===== config.mk =====
export PLATFORM = sky130hd
export DESIGN_NAME = core_scheduler
export DESIGN_NICKNAME = d
export VERILOG_FILES = /design/src/rtl/core_scheduler.sv
export SDC_FILE = /design/constraint.sdc
export NUM_CORES = 1
export LEC_CHECK = 0
export CAP_MARGIN = 30
export CORE_ASPECT_RATIO = 0.6
export CORE_MARGIN = 3
export CORE_UTILIZATION = 49
export DETAILED_ROUTE_END_ITERATION = 16
export GPL_TIMING_DRIVEN = 0
export HOLD_SLACK_MARGIN = 0.08
export PLACE_DENSITY = 0.84
export SLEW_MARGIN = 10
export SYNTH_ARGS = -nofsm -noshare
export SYNTH_HDL_FRONTEND = slang
export SYNTH_SLANG_ARGS = --single-unit

===== constraint.sdc =====
create_clock -name clk -period 2.8 [get_ports clk]
set_input_delay 0.56 -clock clk [delete_from_list [all_inputs] [get_ports clk]]
set_output_delay 0.56 -clock clk [all_outputs]
set_load 0.02 [all_outputs]

===== src/rtl/core_scheduler.sv =====
// Per-core block scheduler: fetch, decode, LSU request/wait, execute, update for a thread group.
// Outputs are Moore-decoded from state/flags. LSU backpressure is absorbed by waiting on per-lane done pulses.
module core_scheduler #(
    parameter int THREADS = 4,
    parameter int PC_W    = 8
) (
    input  logic               clk,
    input  logic               reset,
    input  logic               start,
    input  logic [THREADS-1:0] thread_mask,
    input  logic               instr_valid,
    input  logic               dec_mem_rd,
    input  logic               dec_mem_wr,
    input  logic               dec_reg_we,
    input  logic               dec_ret,
    input  logic               branch_taken,
    input  logic [PC_W-1:0]    branch_target,
    input  logic [THREADS-1:0] lsu_done,
    output logic [2:0]         core_state,
    output logic [PC_W-1:0]    pc,
    output logic               fetch_req,
    output logic               lsu_req,
    output logic               reg_en,
    output logic               reg_we,
    output logic               done
);

    typedef enum logic [2:0] {
        S_IDLE    = 3'd0,
        S_FETCH   = 3'd1,
        S_DECODE  = 3'd2,
        S_REQUEST = 3'd3,
        S_WAIT    = 3'd4,
        S_EXECUTE = 3'd5,
        S_UPDATE  = 3'd6,
        S_DONE    = 3'd7
    } state_t;

    state_t             state_q, state_d;
    logic [PC_W-1:0]    pc_q, pc_d;
    logic [THREADS-1:0] mask_q, mask_d;
    logic [THREADS-1:0] done_bits_q, done_bits_d;
    logic               mem_rd_q, mem_rd_d;
    logic               mem_wr_q, mem_wr_d;
    logic               reg_we_q, reg_we_d;
    logic               ret_q, ret_d;
    logic               mem_op;

    assign mem_op = mem_rd_q | mem_wr_q;

    always_comb begin
        state_d     = state_q;
        pc_d        = pc_q;
        mask_d      = mask_q;
        done_bits_d = done_bits_q;
        mem_rd_d    = mem_rd_q;
        mem_wr_d    = mem_wr_q;
        reg_we_d    = reg_we_q;
        ret_d       = ret_q;
        case (state_q)
            S_IDLE: begin
                if (start) begin
                    mask_d  = thread_mask;
                    pc_d    = '0;
                    state_d = S_FETCH;
                end
            end
            S_FETCH: begin
                if (instr_valid) state_d = S_DECODE;
            end
            S_DECODE: begin
                mem_rd_d = dec_mem_rd;
                mem_wr_d = dec_mem_wr;
                reg_we_d = dec_reg_we;
                ret_d    = dec_ret;
                state_d  = S_REQUEST;
            end
            S_REQUEST: begin
                done_bits_d = '0;
                state_d     = S_WAIT;
            end
            S_WAIT: begin
                if (!mem_op) begin
                    state_d = S_EXECUTE;
                end else begin
                    // Only masked lanes accumulate, so an empty mask is complete at once.
                    done_bits_d = done_bits_q | (lsu_done & mask_q);
                    if (done_bits_d == mask_q) state_d = S_EXECUTE;
                end
            end
            S_EXECUTE: begin
                state_d = S_UPDATE;
            end
            S_UPDATE: begin
                if (ret_q) begin
                    state_d = S_DONE;
                end else begin
                    pc_d    = branch_taken ? branch_target : pc_q + PC_W'(1);
                    state_d = S_FETCH;
                end
            end
            S_DONE: begin
                if (!start) state_d = S_IDLE;
            end
            default: state_d = S_IDLE;
        endcase
    end

    always_ff @(posedge clk or negedge reset) begin
        if (!reset) begin
            state_q     <= S_IDLE;
            pc_q        <= '0;
            mask_q      <= '0;
            done_bits_q <= '0;
            mem_rd_q    <= 1'b0;
            mem_wr_q    <= 1'b0;
            reg_we_q    <= 1'b0;
            ret_q       <= 1'b0;
        end else begin
            state_q     <= state_d;
            pc_q        <= pc_d;
            mask_q      <= mask_d;
            done_bits_q <= done_bits_d;
            mem_rd_q    <= mem_rd_d;
            mem_wr_q    <= mem_wr_d;
            reg_we_q    <= reg_we_d;
            ret_q       <= ret_d;
        end
    end

    assign core_state = state_q;
    assign pc         = pc_q;
    assign fetch_req  = (state_q == S_FETCH);
    assign lsu_req    = (state_q == S_REQUEST) && mem_op && (|mask_q);
    assign reg_en     = (state_q == S_EXECUTE) || (state_q == S_UPDATE);
    assign reg_we     = (state_q == S_UPDATE) && reg_we_q;
    assign done       = (state_q == S_DONE);

endmodule


==> impl_metrics.csv <==
group,metric,value,unit
run_status,outcome,"completed",
sta,fmax,0.374,GHz
drt,firstDrtPassIters,5,
final_layout,fin_nets,211,
sta,worst_slack,0.123,ns
setup_path,slowest_stage,"clkdlybuf4s50_1",
synth,syn_nets,166,
place,gp_congestion,0.848,
global_routing,grt_pass1_wl,5590,um
floorplanning,start_util,55.1,%
floorplanning,io_pins,41,
place,dpl_worst_slack,0.328,ns
setup_path,startpoint_type,"flip-flop",
global_routing,grt_antenna_before_repair,0,
sta,tightest_slew,0.560,ns
sta,hold_viol,0,
min_path,worstHoldPathType,"reg -> reg",
cts,numCtsBuffers,3,
final_layout,fin_cells,214,
global_routing,grt_pass1_vias,1192,
sta,slew_headroom,62.5,%
synth,avgSynthCellArea,9.10,um^2
cts,clk_pin_slew,0.08,ns
final_layout,area_growth,39.0,%
floorplanning,die-area,3270,um^2
final_layout,diodes,0,
cts,cts.sinks,23,
cts,cts_setup_buffers,0,
setup_path,critical_path_class,"reg -> out",
drt,vias_per_cell,6.05,
global_routing,grt_max_degree,14,
setup_path,r2r_start,"core_state[2]",
sta,fin_crit_sh,95.6,%
sta,maxSlewViolCount,0,
sta,fin_setup_tns,0,ns
min_path,worstHoldStart,"reg_we_q",
drt,wl,3570,um
place,hpwl,2620,um
cts,clk_latency,0.27,ns
drt,first_iter_violations,125,
setup_path,endpoint_kind,"primary output",
drt,ant_nets,0,
cts,cts_tree,"yes",
sta,skew,0.00344,ns
synth,synth-seq-cells,23,
cts,root_buffer,"clkbuf_8",
setup_path,critPathMaxStageDelay,0.61,ns
synth,synth.distinct_cells,37,
global_routing,overflow,0,
drt,dr_total_vias,1295,
synth,postSynthCellCount,140,
setup_path,cp_data_arrival_time,2.12,ns
floorplanning,rows,13,
drt,wl_per_cell,16.7,um
floorplanning,die_h,45.5,um
synth,yosysSeqAreaShare,45.2,%
synth,syn_area,1270,um^2
setup_path,path_max_fanout,10,
sta,rsz0062_at_grt,"false",
power,p_per_area,968,nW/um^2
power,ir_drop,509,uV
power,p_leak,0.724,nW
cts,clock_path_buffers,2,
cts,htree_levels,1,
sta,layout_min_cycle_time,2.68,ns
run,max_cap_viol_count,0,
sta,whs,0.507,ns
global_routing,grtUsageTotal,23.0,%
setup_path,cp-startpoint,"core_state[1]",
sta,final-setup-viol-count,0,
synth,yosysWarnings,0,
setup_path,worstPathRequired,2.24,ns
power,total_power,1.71,mW
place,portBuffers,39,
drt,drcViolationCount,0,
final_layout,fill_cells,158,
floorplanning,die_w,71.8,um
place,dp.cells,210,
setup_path,path_cells,"buf_2 -> nand2_1 -> nor2_4 -> o41ai_1 -> nor2_1 -> clkdlybuf4s50_1",
final_layout,drive_above_1_share,10.3,%
floorplanning,core_area,2310,um^2
[final timing paths]
path / endpoint / slack, ns / depth (start not counted)
max in group asynchronous: core_state[0] / 1.70 / 2
min in group asynchronous: mem_rd_q / 0.62 / 1
min: reg_we_q / 0.51 / 1
max: lsu_req / 0.12 / 6
max reg2reg: mem_wr_q / 1.15 / 3
min reg2reg: reg_we_q / 0.51 / 1
[worst max-delay path, delay by kind of cell, from the launching register on]
family,cells,cell delay (ns)
buffers and inverters,2,0.85
flip-flops,1,0.46
AND/OR/NAND/NOR,3,0.44
AO/OA/AOI/OAI,1,0.10
[routing by layer]
layer | vias to the layer above | global-route usage [%] | wire length, um
met5 | - | 0 | 0
met4 | 0 | 6.74 | 47
met3 | 8 | 6.61 | 267
met2 | 63 | 35.9 | 1650
met1 | 619 | 31.4 | 1610
li1 | 605 | - | -
[cells by family (layout without fill, tap and decap cells)]
kind of cell / after synthesis / count (layout) / synth area share (%)
simple gates: 58 / 58 / 26.4
fa+ha+maj: 1 / 1 / 0.982
compound gates: 40 / 40 / 19.1
buf+inv: 13 / 57 / 4.22
mux: 4 / 4 / 3.44
xor+xnor: 1 / 1 / 0.688
flops: 23 / 23 / 45.2
[placed cells by master, fill, tap and decap left out, types with 2 or more instances in the layout]
| cell | synthesis | routed |
|---|---|---|
| nor4_1 | 2 | 2 |
| dfrtp_1 | 23 | 21 |
| mux2_2 | 3 | 3 |
| nand3_1 | 5 | 5 |
| nor2_1 | 11 | 11 |
| o21ai_0 | 18 | 18 |
| a21oi_1 | 7 | 7 |
| nor3b_1 | 5 | 5 |
| buf_2 | 4 | 4 |
| and3_1 | 2 | 2 |
| clkbuf_1 | 2 | 2 |
| a31oi_1 | 4 | 4 |
| clkdlybuf4s50_1 | 0 | 39 |
| clkbuf_8 | 0 | 3 |
| o2bb2ai_1 | 3 | 3 |
| inv_1 | 7 | 7 |
| nor3_1 | 5 | 5 |
| o211ai_1 | 2 | 2 |
| nand2_1 | 16 | 16 |
| dfrtp_2 | 0 | 2 |
[cell type report]
type / instances / area (um^2) / share of cell area [%]
repair buffers: 40 / 405 / 22.9
multi-input cells: 104 / 649 / 36.7
inverters: 7 / 26.3 / 1.48
flip-flops and latches: 23 / 578 / 32.7
clock inverters: 1 / 5.00 / 0.283
well taps: 30 / 37.5 / 2.12
clock buffers: 3 / 41.3 / 2.33
plain buffers: 6 / 27.5 / 1.55
[cell usage after synthesis]
| cell | instances | area (um^2) |
|---|---|---|
| a222oi_1 | 1 | 10.0 |
| nor3_1 | 5 | 25.0 |
| and3_1 | 2 | 12.5 |
| a21oi_1 | 7 | 35.0 |
| xnor2_1 | 1 | 8.76 |
| a211oi_1 | 1 | 7.51 |
| nand4bb_1 | 1 | 11.3 |
| o41ai_1 | 1 | 8.76 |
| and4b_1 | 1 | 10.0 |
| nor4_1 | 2 | 12.5 |
| a21o_1 | 1 | 7.51 |
| nor3b_2 | 1 | 12.5 |
| ha_1 | 1 | 12.5 |
| a32oi_1 | 1 | 8.76 |
| and4_1 | 1 | 8.76 |
| nand4_1 | 1 | 6.26 |
| o211ai_1 | 2 | 15.0 |
| nor2_2 | 2 | 12.5 |
| nand2_1 | 16 | 60.1 |
| mux2_2 | 3 | 33.8 |
| o311ai_0 | 1 | 8.76 |
| or3_1 | 1 | 6.26 |
| nand3_1 | 5 | 25.0 |
| nor4b_4 | 1 | 23.8 |
| and4bb_1 | 1 | 12.5 |
| a31oi_1 | 4 | 25.0 |
| dfrtp_1 | 23 | 576 |
| or2_1 | 1 | 6.26 |
| nor4_2 | 1 | 12.5 |
| buf_2 | 4 | 20.0 |
| clkbuf_1 | 2 | 7.51 |
| o21ai_0 | 18 | 90.1 |
| mux2i_1 | 1 | 10.0 |
| nor3b_1 | 5 | 37.5 |
| o2bb2ai_1 | 3 | 26.3 |
| inv_1 | 7 | 26.3 |
| nor2_1 | 11 | 41.3 |
[power by group]
group	switching, mW	internal [mW]
clock	0.112	0.0997
combinational	0.465	0.395
sequential	0.168	0.473
total	0.746	0.968
[registers in the layout, summed over array words and instances (netlist names)]
signal       flops
pc               8
ret_q            1
core_state       3
done_bits_q      4
mask_q           4
mem_rd_q         1
reg_we_q         1
mem_wr_q         1
[through the flow]
| stage | cell area (um^2) | util, % |
|---|---|---|
| 2_1_floorplan | 1270 | - |
| 3_3_place_gp | 1700 | 73.7 |
| 3_5_place_dp | 1720 | 74.3 |
| 4_1_cts | 1760 | 76.3 |
| 5_1_grt | 1770 | 76.7 |
| 6_report | 1770 | 76.7 |
[timing repair]
action | 4_1_cts | 5_1_grt
hold buffers | 0 | 0
setup endpoints to repair | 0 | 1
resized for setup | 0 | 3
hold endpoints to repair | 0 | 0
Power figures use the tool's default switching activity.
